$ cat config.mk
export PLATFORM = sky130hd
export DESIGN_NAME = uart_sample_receiver_flat
export DESIGN_NICKNAME = d
export VERILOG_FILES = /design/src/rtl/uart_sample_receiver_if.sv /design/src/rtl/uart_sample_receiver.sv /design/src/flat_wrapper.sv
export SDC_FILE = /design/constraint.sdc
export NUM_CORES = 1
export LEC_CHECK = 0
export CAP_MARGIN = 25
export CORE_MARGIN = 8
export CORE_UTILIZATION = 35
export DETAILED_ROUTE_END_ITERATION = 6
export PLACE_DENSITY_LB_ADDON = 0.12
export SLEW_MARGIN = 20
export SYNTH_ARGS = -nofsm -noshare
export SYNTH_HDL_FRONTEND = slang
export SYNTH_SLANG_ARGS = --single-unit
$ cat constraint.sdc
create_clock -name clk -period 4.8 [get_ports clk]
set_input_delay 0.48 -clock clk [delete_from_list [all_inputs] [get_ports clk]]
set_output_delay 0.48 -clock clk [all_outputs]
set_load 0.005 [all_outputs]
$ cat src/rtl/uart_sample_receiver_if.sv
// Signal bundle between the PC-side UART line and the sample receiver.
// The master side drives rx and watches the sample/status outputs.
interface uart_sample_receiver_if;
  logic        rx;
  logic [15:0] sample_out;
  logic        sample_valid;
  logic        frame_err;
  logic        sync_err;
  logic        busy;

  modport master (
    output rx,
    input  sample_out, sample_valid, frame_err, sync_err, busy
  );

  modport slave (
    input  rx,
    output sample_out, sample_valid, frame_err, sync_err, busy
  );
endinterface

$ cat src/rtl/uart_sample_receiver.sv
// 8N1 UART receiver that pairs bytes (MSB first) into 16-bit samples.
// An inter-byte timeout drops a stranded MSB so pairing resynchronises.
module uart_sample_receiver #(
  parameter int CLKS_PER_BIT = 868,
  parameter int PAIR_TIMEOUT = 17360
) (
  input logic                    clk,
  input logic                    rst,
  uart_sample_receiver_if.slave  bus
);

  localparam int CW = $clog2(CLKS_PER_BIT);
  localparam int TW = $clog2(PAIR_TIMEOUT + 1);
  localparam logic [CW-1:0] HALF_LAST = CW'(CLKS_PER_BIT / 2 - 1);
  localparam logic [CW-1:0] BIT_LAST  = CW'(CLKS_PER_BIT - 1);
  localparam logic [TW-1:0] TO_LAST   = TW'(PAIR_TIMEOUT - 1);

  typedef enum logic [2:0] {
    IDLE      = 3'd0,
    START     = 3'd1,
    DATA      = 3'd2,
    STOP      = 3'd3,
    WAIT_HIGH = 3'd4
  } state_t;

  state_t          state_r, state_s;
  logic            rx_meta_r, rx_sync_r;
  logic [CW-1:0]   cnt_r;
  logic [2:0]      bit_idx_r;
  logic [7:0]      shift_r;
  logic [7:0]      msb_r;
  logic            have_msb_r;
  logic [TW-1:0]   to_cnt_r;
  logic [15:0]     sample_out_r;
  logic            sample_valid_r, frame_err_r, sync_err_r, busy_r;
  logic            byte_done_s, stop_bad_s;

  // Two-flop synchroniser; reset high so reset release never looks like a start bit
  always_ff @(posedge clk or posedge rst) begin
    if (rst) begin
      rx_meta_r <= 1'b1;
      rx_sync_r <= 1'b1;
    end else begin
      rx_meta_r <= bus.rx;
      rx_sync_r <= rx_meta_r;
    end
  end

  // Bit FSM state register
  always_ff @(posedge clk or posedge rst) begin
    if (rst) state_r <= IDLE;
    else     state_r <= state_s;
  end

  // Bit FSM next-state logic
  always_comb begin
    state_s = state_r;
    case (state_r)
      IDLE: begin
        if (!rx_sync_r) state_s = START;
        else            state_s = IDLE;
      end
      START: begin
        if (cnt_r == HALF_LAST) state_s = rx_sync_r ? IDLE : DATA;
        else                    state_s = START;
      end
      DATA: begin
        if (cnt_r == BIT_LAST && bit_idx_r == 3'd7) state_s = STOP;
        else                                        state_s = DATA;
      end
      STOP: begin
        if (cnt_r == BIT_LAST) state_s = rx_sync_r ? IDLE : WAIT_HIGH;
        else                   state_s = STOP;
      end
      WAIT_HIGH: begin
        if (rx_sync_r) state_s = IDLE;
        else           state_s = WAIT_HIGH;
      end
      default: state_s = IDLE;
    endcase
  end

  // Bit FSM outputs: stop-bit verdict in the stop sampling cycle
  always_comb begin
    byte_done_s = 1'b0;
    stop_bad_s  = 1'b0;
    case (state_r)
      STOP: begin
        if (cnt_r == BIT_LAST) begin
          byte_done_s = rx_sync_r;
          stop_bad_s  = !rx_sync_r;
        end else begin
          byte_done_s = 1'b0;
          stop_bad_s  = 1'b0;
        end
      end
      default: begin
        byte_done_s = 1'b0;
        stop_bad_s  = 1'b0;
      end
    endcase
  end

  // Bit timing counter, bit index and LSB-first shift register
  always_ff @(posedge clk or posedge rst) begin
    if (rst) begin
      cnt_r     <= '0;
      bit_idx_r <= 3'd0;
      shift_r   <= 8'h00;
    end else begin
      if (state_r == IDLE || state_r == WAIT_HIGH || state_s != state_r) begin
        cnt_r <= '0;
      end else if (state_r == DATA && cnt_r == BIT_LAST) begin
        cnt_r <= '0;
      end else begin
        cnt_r <= cnt_r + CW'(1);
      end
      if (state_r == IDLE) begin
        bit_idx_r <= 3'd0;
      end else if (state_r == DATA && cnt_r == BIT_LAST) begin
        bit_idx_r <= bit_idx_r + 3'd1;
        shift_r   <= {rx_sync_r, shift_r[7:1]};
      end
    end
  end

  // Pair assembler and MSB timeout; a completing LSB beats a same-cycle timeout
  always_ff @(posedge clk or posedge rst) begin
    if (rst) begin
      msb_r          <= 8'h00;
      have_msb_r     <= 1'b0;
      to_cnt_r       <= '0;
      sample_out_r   <= 16'h0000;
      sample_valid_r <= 1'b0;
      sync_err_r     <= 1'b0;
    end else begin
      sample_valid_r <= 1'b0;
      sync_err_r     <= 1'b0;
      if (byte_done_s) begin
        if (have_msb_r) begin
          sample_out_r   <= {msb_r, shift_r};
          sample_valid_r <= 1'b1;
          have_msb_r     <= 1'b0;
        end else begin
          msb_r      <= shift_r;
          have_msb_r <= 1'b1;
          to_cnt_r   <= '0;
        end
      end else if (stop_bad_s) begin
        have_msb_r <= 1'b0;
      end else if (have_msb_r) begin
        if (to_cnt_r == TO_LAST) begin
          have_msb_r <= 1'b0;
          sync_err_r <= 1'b1;
        end else begin
          to_cnt_r <= to_cnt_r + TW'(1);
        end
      end
    end
  end

  // Registered status outputs
  always_ff @(posedge clk or posedge rst) begin
    if (rst) begin
      frame_err_r <= 1'b0;
      busy_r      <= 1'b0;
    end else begin
      frame_err_r <= stop_bad_s;
      busy_r      <= (state_s != IDLE);
    end
  end

  assign bus.sample_out   = sample_out_r;
  assign bus.sample_valid = sample_valid_r;
  assign bus.frame_err    = frame_err_r;
  assign bus.sync_err     = sync_err_r;
  assign bus.busy         = busy_r;

endmodule

$ cat src/flat_wrapper.sv
// flat-port wrapper written by rule: the top's interface ports become plain ports
module uart_sample_receiver_flat 
#(
  parameter int CLKS_PER_BIT = 868,
  parameter int PAIR_TIMEOUT = 17360
)
  (clk, rst, bus_rx, bus_sample_out, bus_sample_valid, bus_frame_err, bus_sync_err, bus_busy);
  uart_sample_receiver_if bus_i ();
  input logic clk;
  input logic rst;
  input wire logic [$bits(bus_i.rx)-1:0] bus_rx;
  output wire logic [$bits(bus_i.sample_out)-1:0] bus_sample_out;
  output wire logic [$bits(bus_i.sample_valid)-1:0] bus_sample_valid;
  output wire logic [$bits(bus_i.frame_err)-1:0] bus_frame_err;
  output wire logic [$bits(bus_i.sync_err)-1:0] bus_sync_err;
  output wire logic [$bits(bus_i.busy)-1:0] bus_busy;
  assign bus_i.rx = bus_rx;
  assign bus_sample_out = bus_i.sample_out;
  assign bus_sample_valid = bus_i.sample_valid;
  assign bus_frame_err = bus_i.frame_err;
  assign bus_sync_err = bus_i.sync_err;
  assign bus_busy = bus_i.busy;
  uart_sample_receiver #(.CLKS_PER_BIT(CLKS_PER_BIT), .PAIR_TIMEOUT(PAIR_TIMEOUT)) u_core (.clk(clk), .rst(rst), .bus(bus_i));
endmodule
# --- Word level (Yosys, flattened, before mapping) ---
# Index checks and enable logic that the tools add are counted.
word_totals:
  ff_bits: 70
  out_inout_bits: 20
  word_cells: 75
op_classes:
  addsub: 3
  n_eq_ne: 12
  mux: 31
  n_bitwise: 2
  n_reduce_logical: 13
ops:
  columns: ["op", "n"]
  rows:
  - ["two-way mux 15 bit", 5]
  - ["two-way mux 10 bit", 2]
  - ["two-way mux 1 bit", 17]
  - ["adder 15 x 1 -> 15 bit, second input constant", 1]
  - ["== test 15 bit, second input constant", 1]
  - ["two-way mux 3 bit", 5]
  - ["case mux 3 bit (5 select lines)", 1]
  - ["adder 10 x 1 -> 10 bit, second input constant", 1]
  - ["== test 10 bit, second input constant", 1]
  - ["== test 10 x 9 -> 1 bit, second input constant", 1]
  - ["== test 3 x 2 -> 1 bit, second input constant", 2]
  - ["== test 3 bit, second input constant", 2]
  - ["AND reduction 2 bit", 3]
  - ["!= test 2 x 1 -> 1 bit, second input constant", 2]
  - ["AND reduction 4 bit", 1]
  - ["nonzero test 2 bit", 2]
  - ["adder 3 x 1 -> 3 bit, second input constant", 1]
  - ["== test 3 x 1 -> 1 bit, second input constant", 1]
  - ["logical NOT 3 bit", 1]
  - ["!= test 3 bit", 1]
  - ["nonzero test 3 bit", 1]
  - ["logical AND 1 bit", 2]
  - ["logical OR 1 bit", 2]
  - ["two-way mux 2 bit", 1]
  - ["3 further kinds", 4]

# --- Longest topological paths before layout ---
# Gate-level depths: netlist of run 1.
depth:
  ltp_word: 7
  depth_mapped: 10
  depth_no_buf: 9

# --- Least setup slack after synthesis of run 1 ---
# No wires, ideal clock.
synth_timing:
  path_type: "register to register"
  start: "reg u_core.cnt_r[0]"
  end: "reg u_core.to_cnt_r[3]"
  arrival_ns: 2.798
  required_ns: 4.723
  setup_slack_ns: 1.925
  path_stages_with_launch: 10
  path_buffers: 1
  period_less_slack_ns: 2.875
  cell_sequence: "dfrtp_1 -> ha_1 -> or3b_4 -> nor3_4 -> clkbuf_8 -> and3_1 -> ha_1 -> or2_2 -> or4_1 -> a21oi_1"
synth_between:
  elab_chain_len: 5
  elab_cells_between_ends: 11
synth_lines:
  columns: ["item", "line", "text"]
  rows:
  - ["start: declaration", "uart_sample_receiver.sv:28", "logic [CW-1:0] cnt_r;"]
  - ["start signal: assignment", "uart_sample_receiver.sv:116", "cnt_r <= cnt_r + CW'(1);"]
  - ["== test 10 bit *", "uart_sample_receiver.sv:89", "if (cnt_r == BIT_LAST) begin"]
  - ["two-way mux 1 bit", "uart_sample_receiver.sv:89", null]
  - ["two-way mux 1 bit", "uart_sample_receiver.sv:87", "case (state_r)"]
  - ["!= test 2 bit (no source line) (tied with other cells)", null, null]
  - ["AND reduction 4 bit (no source line)", null, null]
  - ["end signal: assignment", "uart_sample_receiver.sv:156", "to_cnt_r <= to_cnt_r + TW'(1);"]
  - ["end: declaration", "uart_sample_receiver.sv:33", "logic [TW-1:0] to_cnt_r;"]
# Mark *: on every way between the ends. The rest lies on a longest branch, timed or not.
# A chain may end at the register's enable or synchronous reset.

# --- Worst setup path in the final report of run 1 ---
# Ends and elaborated chain as after synthesis.

==> results of run 1 <==
-- sequential cells by signal, indices dropped and copies added, names as in the netlist --
signal	count
u_core.bus.sample_out	16
u_core.bus.frame_err	1
u_core.rx_meta_r	1
u_core.cnt_r	10
u_core.bus.sync_err	1
u_core.bus.sample_valid	1
u_core.state_r	3
u_core.shift_r	8
u_core.to_cnt_r	15
u_core.msb_r	8
u_core.bit_idx_r	3
u_core.rx_sync_r	1
u_core.bus.busy	1
u_core.have_msb_r	1
-- stage by stage --
step | setup WS [ns] | utilization | area [sq um]
after CTS | 1.47 | 0.420 | 3870
after global routing | 1.19 | 0.420 | 3870
after global placement | 1.57 | 0.391 | 3600
after detailed placement | 1.52 | 0.391 | 3600
final | 1.47 | 0.420 | 3870
after floorplan | 1.92 | - | 3300
-- routing by layer --
metal,up-vias,routed length [microns],global-route usage
li1,1061,-,-
met4,0,96,0.0400
met5,-,0,0
met2,24,2940,0.161
met3,9,202,0.0314
met1,1068,3150,0.142
-- worst min-delay path by stage --
stage                                start                to  slack [ns]
final                     u_core.rx_meta_r  u_core.rx_sync_r        0.36
after global routing      u_core.rx_meta_r  u_core.rx_sync_r        0.38
after floorplan           u_core.rx_meta_r  u_core.rx_sync_r        0.35
after CTS                 u_core.rx_meta_r  u_core.rx_sync_r        0.36
after detailed placement  u_core.rx_meta_r  u_core.rx_sync_r        0.35
after global placement    u_core.rx_meta_r  u_core.rx_sync_r        0.35
-- worst max-delay path, delay by kind of cell (launching register included) --
family                   cells  cell delay, ns
AO/OA/AOI/OAI                1            0.16
adder cells (fa/ha/maj)      2            0.64
flip-flops                   1            0.39
AND/OR/NAND/NOR              5            2.07
-- logic make-up (layout without fill, tap and decap cells) --
kind of cell / count (synthesis) / count (layout) / synth area share
muxes: 37 / 37 / 0.126
AOI/OAI and AO/OA: 31 / 31 / 0.0645
buffers and inverters: 20 / 49 / 0.0315
xor gates and xnor gates: 14 / 14 / 0.0372
adders and majority gates: 7 / 7 / 0.0266
and+or+nand+nor: 103 / 103 / 0.182
DFF: 70 / 70 / 0.532
-- power by group --
group | total, mW | internal [mW] | switching [mW]
registers | 0.592 | 0.591 | 0.00121
clock network | 0.628 | 0.400 | 0.228
logic | 0.0143 | 0.00239 | 0.0119
total | 1.23 | 0.994 | 0.241
-- cells in the final DEF (no fill, tap or decap), types with 4 or more instances in the layout --
cell type,Yosys,layout
a21oi_1,6,6
a31oi_1,4,4
and3_1,5,5
bufinv_16,0,4
clkbuf_8,1,9
clkdlybuf4s50_1,0,22
dfrtp_1,68,68
ha_1,7,7
inv_1,10,9
mux2_2,37,37
nand2_1,10,10
nand3_1,10,10
nand4_1,5,5
nor2_1,35,35
nor3_1,5,5
nor4_1,9,9
o21ai_0,5,5
xnor2_1,11,11
-- final cells by class --
cell class	count	share of cell area
flip-flops and latches	70	0.454
multi-input cells	192	0.372
repair buffers	23	0.0589
clock inverters	7	0.0375
well taps	111	0.0359
clock buffers	9	0.0320
inverters	10	0.00971
==> results.yml, run 1 <==
timing:
  worst_pin_slew_ns: 0.813
  fmax_mhz: 300
  clock_skew_ns: 0.00935
  finalHoldViolCount: 0
  tns_ns: 0
  rsz0062_at_grt: "false"
  slew_headroom: 0.458
  slew_viol_final: 0
  holdWs_ns: 0.359
  setup_viol: 0
  finalCritPeriodShare: 0.693
  min_period_ns: 3.33
global_routing:
  grt_antenna_before_repair: 0
  grt_max_degree: 37
  grtUsageTotal: 0.107
  grt_pass1_vias: 2185
  grt_overflow: 0
  grt_pass1_wl_microns: 11100
logic_synthesis:
  synth_area_sq_um: 3300
  syn_inst: 282
  syn_nets: 292
  ys_seq_area_frac: 0.532
  yosysTopAreaCellShare: 0.516
  synth_area_leaders: "dfrtp_1, mux2_2, nor2_1"
  synth_edf_count: 0
  syn_area_per_cell_sq_um: 11.7
  ys_async_sr_fraction: 1.00
  ys_ff_latch: 70
  ys.flop_type: "dfrtp_1"
  yosysWarnings: 0
  synth_most_common_cell: "dfrtp_1"
  synth_top_cell_by_area: "dfrtp_1"
  synthDistinctLibCells: 53
  synth_common_cells: "dfrtp_1, mux2_2, nor2_1, xnor2_1"
setup_path:
  worstSetupPathType: "flip-flop to flip-flop"
  cp-end-kind: "flip-flop"
  worstPathRequired_ns: 5.07
  r2r_end: "u_core.to_cnt_r[3]"
  crit_chain: "ha_1 > or3b_4 > nor3_4 > and3_1 > ha_1 > or2_2 > or4_1 > a21oi_1"
  crit_fanout: 14
  startpoint: "u_core.cnt_r[0]"
  crit_end: "u_core.to_cnt_r[3]"
  cpMostUsedCell: "ha_1"
  rr_worst_depth: 8
  worstReg2RegStart: "u_core.cnt_r[0]"
  slowest_stage: "or4_1"
  startpoint_type: "flip-flop"
  max_stage_delay_ns: 0.50
  ff2ff_setup_slack_ns: 1.47
  cp.arrival_ns: 3.60
route:
  drtIter0Drc: 98
  first_pass_iters: 4
  drtAntennaViolNets: 0
  routed_wl_microns: 6380
  wl_per_cell_microns: 15.1
  vias: 2162
  route.detailed.drc: 0
  vias_per_cell: 5.12
clocking:
  htree_num_levels: 3
  post_cts_buffers: 0
  cts_tree: "yes"
  cts_num_sinks: 70
  cts_resized: 0
  numCtsBuffers: 9
  clk_pin_slew_ns: 0.08
  insertion_delay_ns: 0.34
  clock-root-buffer: "clkbuf_8"
  ctsHoldBuffers: 0
  cts_max_path_buffers: 2
power_and_ir_drop:
  power_mw: 1.23
  vdd.ir_drop.worst_mv: 0.140
  p_leak_nw: 1.78
  power_density_nw_per_um2: 319
place:
  dp_cells: 406
  place_congestion: 0.847
  port_buffers: 22
  dp_hpwl_microns: 4440
floorplan:
  num_io_pins: 23
  dieArea_sq_um: 12800
  rows: 35
  core_area_sq_um: 9200
  start_util: 0.359
  die_x_microns: 113
  die_h_microns: 113
final_layout:
  multi_input_area_sq_um: 1440
  syn_to_final_growth_pct: 17.3
  drive_above_1_share: 0.228
  antennaDiodeCount: 0
  finalNetCount: 316
  final_cells: 422
  ff_latch_area_sq_um: 1750
  fillers: 904
min_path:
  hp-class: "flip-flop to flip-flop"
  worstHoldPathCells: 0
job:
  cap_violations: 0
run_status:
  outcome: "complete, no violations"
Note: power is estimated with default switching activity, not from simulation.
==> inputs of run 2 (changes only) <==
clock period = 3.23 ns   (was 4.8 ns; I/O delays follow)
==> run 2 against run 1 <==
Against the previous run:
- core utilization decreased by 0.39 points
- combinational power increased by 62%
- wire length up 2.0%
- sequential power rose by 49%
- worst hold slack gained 0.0016 ns
- cell count is 0.95% higher
- maximum frequency grew 17%
- die area unchanged
- critical path type unchanged
- largest cell class unchanged
==> results.yml, run 2 (synthesis results as in run 1) <==
floorplan:
  die_x_microns: 113
  rows: 35
  die_h_microns: 113
  core_area_sq_um: 9200
  dieArea_sq_um: 12800
  num_io_pins: 23
  start_util: 0.359
power_and_ir_drop:
  switchingPower_uw: 355
  clkPwrFrac: 0.434
  p_leak_nw: 1.78
  power_density_nw_per_um2: 416
  vdd.ir_drop.worst_mv: 0.214
  combPwrFrac: 0.014
  power_mw: 1.59
  p_int_mw: 1.24
  seq_power_share: 0.552
  netSwitchingFraction: 0.223
final_layout:
  fillers: 883
  multi_input_area_sq_um: 1440
  largest_reg_flops: 16
  syn_to_final_growth_pct: 16.2
  mostFrequentLayoutCells: "dfrtp_1, mux2_2, nor2_1"
  ff_latch_area_sq_um: 1750
  drive_above_1_share: 0.235
  final_common_cell: "dfrtp_1"
  finalNetCount: 320
  antennaDiodeCount: 0
clocking:
  post_cts_buffers: 0
  cts_resized: 0
  insertion_delay_ns: 0.34
  numCtsBuffers: 9
  ctsHoldBuffers: 0
  cts_max_path_buffers: 2
  cts_tree: "yes"
  clock-root-buffer: "clkbuf_8"
  clk_pin_slew_ns: 0.08
  htree_num_levels: 3
  cts_num_sinks: 70
route:
  first_pass_iters: 4
  drtIter0Drc: 77
  route.detailed.drc: 0
  routed_wl_microns: 6510
  vias: 2223
  wl_per_cell_microns: 15.3
  drtAntennaViolNets: 0
  vias_per_cell: 5.22
setup_path:
  worstPathRequired_ns: 3.46
  cp.arrival_ns: 3.07
  startpoint_type: "flip-flop"
  cp-end-kind: "flip-flop"
  worstSetupPathType: "flip-flop to flip-flop"
  crit_fanout: 13
timing:
  finalCritPeriodShare: 0.880
  tns_ns: 0
  rsz0062_at_grt: "false"
  fmax_mhz: 352
  slew_headroom: 0.493
  min_period_ns: 2.84
  worst_pin_slew_ns: 0.760
  finalHoldViolCount: 0
  setup_viol: 0
  slew_viol_final: 0
  clock_skew_ns: 0.00787
global_routing:
  grtUsageTotal: 0.111
  grt_max_degree: 37
  grt_antenna_before_repair: 0
  grt_pass1_vias: 2246
  grt_pass1_wl_microns: 11400
  grt_overflow: 0
run_status:
  outcome: "complete, no violations"
place:
  port_buffers: 22
  dp_hpwl_microns: 4490
  place_congestion: 0.775
job:
  cap_violations: 0
min_path:
  hp-class: "flip-flop to flip-flop"
==> run 2: changes by cell type in the layout (fill, tap and decap cells not counted) <==
cell,previous run,this run
buf_4,1,4
clkinv_4,1,2
bufinv_16,4,1
clkbuf_1,0,1
clkinvlp_4,1,0
clkinv_2,0,3
buf_12,0,1
inv_6,1,0
==> run 2: final timing paths <==
path | from | endpoint | slack (ns) | cells past startpoint
setup / recovery | u_core.cnt_r[0] | u_core.to_cnt_r[2] | 0.39 | 9
hold / removal | u_core.rx_meta_r | u_core.rx_sync_r | 0.36 | 0
setup reg to reg | u_core.cnt_r[0] | u_core.to_cnt_r[2] | 0.39 | 9
hold reg to reg | u_core.rx_meta_r | u_core.rx_sync_r | 0.36 | 0
max in group asynchronous | rst | u_core.rx_sync_r | 2.09 | 3
min in group asynchronous | rst | u_core.bus.sample_out[13] | 0.44 | 2
==> run 2: area by class of cell <==
cell class,count,share of cell area
well taps,111,0.0363
repair buffers,27,0.0706
inverters,10,0.00980
clock buffers,10,0.0333
multi-input cells,192,0.376
clock inverters,6,0.0163
flip-flops and latches,70,0.458
==> run 2: power by group through the flow <==
stage | clock (mW) | sequential, mW | combinational (mW)
floorplan | 0 | 0.896 | 0.0138
global placement | 0 | 0.897 | 0.0256
detailed placement | 0 | 0.897 | 0.0254
CTS | 0.726 | 0.880 | 0.0255
global route | 0.752 | 0.880 | 0.0281
finish | 0.691 | 0.880 | 0.0231
==> run 2: stage by stage <==
step | area (sq um) | hold WS, ns | worst slack (ns) | utilization | std cells
finish | 3830 | 0.360 | 0.387 | 0.416 | 426
global placement | 3640 | 0.347 | 0.477 | 0.396 | 410
floorplan | 3300 | 0.327 | 0.355 | - | 282
detailed placement | 3640 | 0.354 | 0.394 | 0.396 | 410
CTS | 3830 | 0.361 | 0.373 | 0.416 | 426
global route | 3830 | 0.369 | 0.246 | 0.416 | 426
==> run 2: critical path, stage by stage (launching register included) <==
cell	delay [ns]
dfrtp_1	0.39
ha_1	0.24
or3b_4	0.45
nor3_4	0.17
and3_1	0.22
ha_1	0.25
buf_4	0.19
and4bb_2	0.46
nor2b_1	0.08
mux2_2	0.27
==> run 2: metal layers <==
metal | GRT usage | wire length (microns) | part of all wire | up-vias
li1 | - | - | - | 1068
met1 | 0.146 | 3160 | 0.49 | 1122
met2 | 0.168 | 3040 | 0.47 | 23
met3 | 0.0298 | 205 | 0.031 | 10
met4 | 0.0453 | 106 | 0.016 | 0
met5 | 0 | 0 | 0 | -
==> inputs of run 3 (changes only) <==
CTS_BUF_LIST = sky130_fd_sc_hd__clkbuf_8   (was unset)
HOLD_SLACK_MARGIN = 0.03   (was unset)
==> run 3 against run 2 <==
Against the previous run:
- power down 0.22%
- final area unchanged
- clock skew about the same
- largest power group unchanged
- maximum frequency about the same
- first-iteration DRC count unchanged
- highest routed layer unchanged
- flip-flop and latch count unchanged
- clock power about the same
- wire length about the same
- die area unchanged
- critical path depth unchanged
- core utilization unchanged
- worst hold slack better by 0.0013 ns
==> results.yml, run 3 (synthesis results as in run 1) <==
run_status:
  outcome: "complete, no violations"
route:
  drtIter0Drc: 77
  routed_wl_microns: 6510
  first_pass_iters: 4
  route.detailed.drc: 0
  wl_per_cell_microns: 15.3
  vias_per_cell: 5.25
  drtAntennaViolNets: 0
  met3_length_microns: 205
  vias: 2235
  met2WireLength_microns: 3060
  wl_met1_microns: 3140
  top_layer: "met4"
setup_path:
  path_delay_family: "simple AND/OR/NAND/NOR gates"
  cp-end-kind: "flip-flop"
  r2r_end: "u_core.to_cnt_r[2]"
  worst-path-buf-inv: 1
  ff2ff_setup_slack_ns: 0.39
  slowest_stage: "and4bb_2"
  startpoint_type: "flip-flop"
  worstReg2RegStart: "u_core.cnt_r[0]"
  rr_worst_depth: 9
  worstSetupPathType: "flip-flop to flip-flop"
  cpMostUsedCell: "ha_1"
  worstSetupPathDepth: 9
  crit_chain: "ha_1 > or3b_4 > nor3_4 > and3_1 > ha_1 > buf_4 > and4bb_2 > nor2b_1 > mux2_2"
  worstPathRequired_ns: 3.46
  max_stage_delay_ns: 0.46
  crit_fanout: 13
  cp.arrival_ns: 3.07
timing:
  finalHoldViolCount: 0
  finalCritPeriodShare: 0.880
  worst_pin_slew_ns: 0.759
  fmax_mhz: 352
  rsz0062_at_grt: "false"
  slew_headroom: 0.493
  slew_viol_final: 0
  min_period_ns: 2.84
  setup_viol: 0
  tns_ns: 0
  clock_skew_ns: 0.00789
  setup_ws_ns: 0.386
  holdWs_ns: 0.361
place:
  place_congestion: 0.775
  dp_hpwl_microns: 4490
  pre_cts_slack_ns: 0.394
  port_buffers: 22
final_layout:
  finalNetCount: 320
  antennaDiodeCount: 0
  largest_reg_flops: 16
  final_common_cell: "dfrtp_1"
  mostFrequentLayoutCells: "dfrtp_1, mux2_2, nor2_1"
  drive_above_1_share: 0.235
  syn_to_final_growth_pct: 16.2
clocking:
  htree_num_levels: 3
  ctsHoldBuffers: 0
  cts_resized: 0
  post_cts_buffers: 0
  cts_tree: "yes"
  clk_pin_slew_ns: 0.08
  numCtsBuffers: 9
  cts_max_path_buffers: 2
  cts_num_sinks: 70
  clock-root-buffer: "clkbuf_8"
  insertion_delay_ns: 0.34
power_and_ir_drop:
  switchingPower_uw: 355
  seq_power_share: 0.553
  power_density_nw_per_um2: 415
  p_leak_nw: 1.78
  vdd.ir_drop.worst_mv: 0.214
  clkPwrFrac: 0.432
  p_int_mw: 1.24
  combPwrFrac: 0.015
  netSwitchingFraction: 0.223
floorplan:
  start_util: 0.359
  rows: 35
  num_io_pins: 23
  die_x_microns: 113
  dieArea_sq_um: 12800
  core_area_sq_um: 9200
  die_h_microns: 113
global_routing:
  grt_antenna_before_repair: 0
  grtUsageTotal: 0.111
  grt_overflow: 0
  grt_pass1_vias: 2246
  grt_max_degree: 37
  grt_pass1_wl_microns: 11400
job:
  cap_violations: 0
min_path:
  holdCritStartpoint: "u_core.rx_meta_r"
  worstHoldPathCells: 0
  hp-class: "flip-flop to flip-flop"
  hold_end: "u_core.rx_sync_r"
run 3: metal layers:
| layer | GRT usage | vias up |
|---|---|---|
| met2 | 0.168 | 23 |
| met4 | 0.0453 | 0 |
| met5 | 0 | - |
| met1 | 0.146 | 1132 |
| li1 | - | 1070 |
| met3 | 0.0298 | 10 |
run 3: final cells by class:
cell class                 count  area [sq um]
clock buffer                   9           124
clock inverter                 7          66.3
fill                         883          5370
inverter                      10          37.5
multi-input combinational    192          1440
sequential                    70          1750
tap                          111           139
timing repair buffer          27           270
run 3: worst max-delay path by stage:
| stage | startpoint | end | slack (ns) |
|---|---|---|---|
| floorplan | u_core.cnt_r[0] | u_core.to_cnt_r[3] | 0.35 |
| global placement | u_core.cnt_r[0] | u_core.to_cnt_r[2] | 0.48 |
| detailed placement | u_core.cnt_r[0] | u_core.to_cnt_r[2] | 0.39 |
| CTS | u_core.cnt_r[0] | u_core.to_cnt_r[2] | 0.37 |
| global route | u_core.cnt_r[0] | u_core.to_cnt_r[2] | 0.25 |
| finish | u_core.cnt_r[0] | u_core.to_cnt_r[2] | 0.39 |
run 3: through the flow:
step	instances	utilization	power (mW)	instance area, sq um
final	426	0.416	1.59	3830
after global placement	410	0.396	0.923	3640
after CTS	426	0.416	1.63	3830
after detailed placement	410	0.396	0.922	3640
after global routing	426	0.416	1.66	3830
after floorplan	282	-	0.910	3300
run 3: power by group through the flow:
| stage | clock network [mW] | registers (mW) | logic [mW] |
|---|---|---|---|
| after detailed placement | 0 | 0.897 | 0.0254 |
| after floorplan | 0 | 0.896 | 0.0138 |
| final | 0.688 | 0.880 | 0.0231 |
| after global placement | 0 | 0.897 | 0.0256 |
| after global routing | 0.750 | 0.880 | 0.0281 |
| after CTS | 0.723 | 0.880 | 0.0255 |
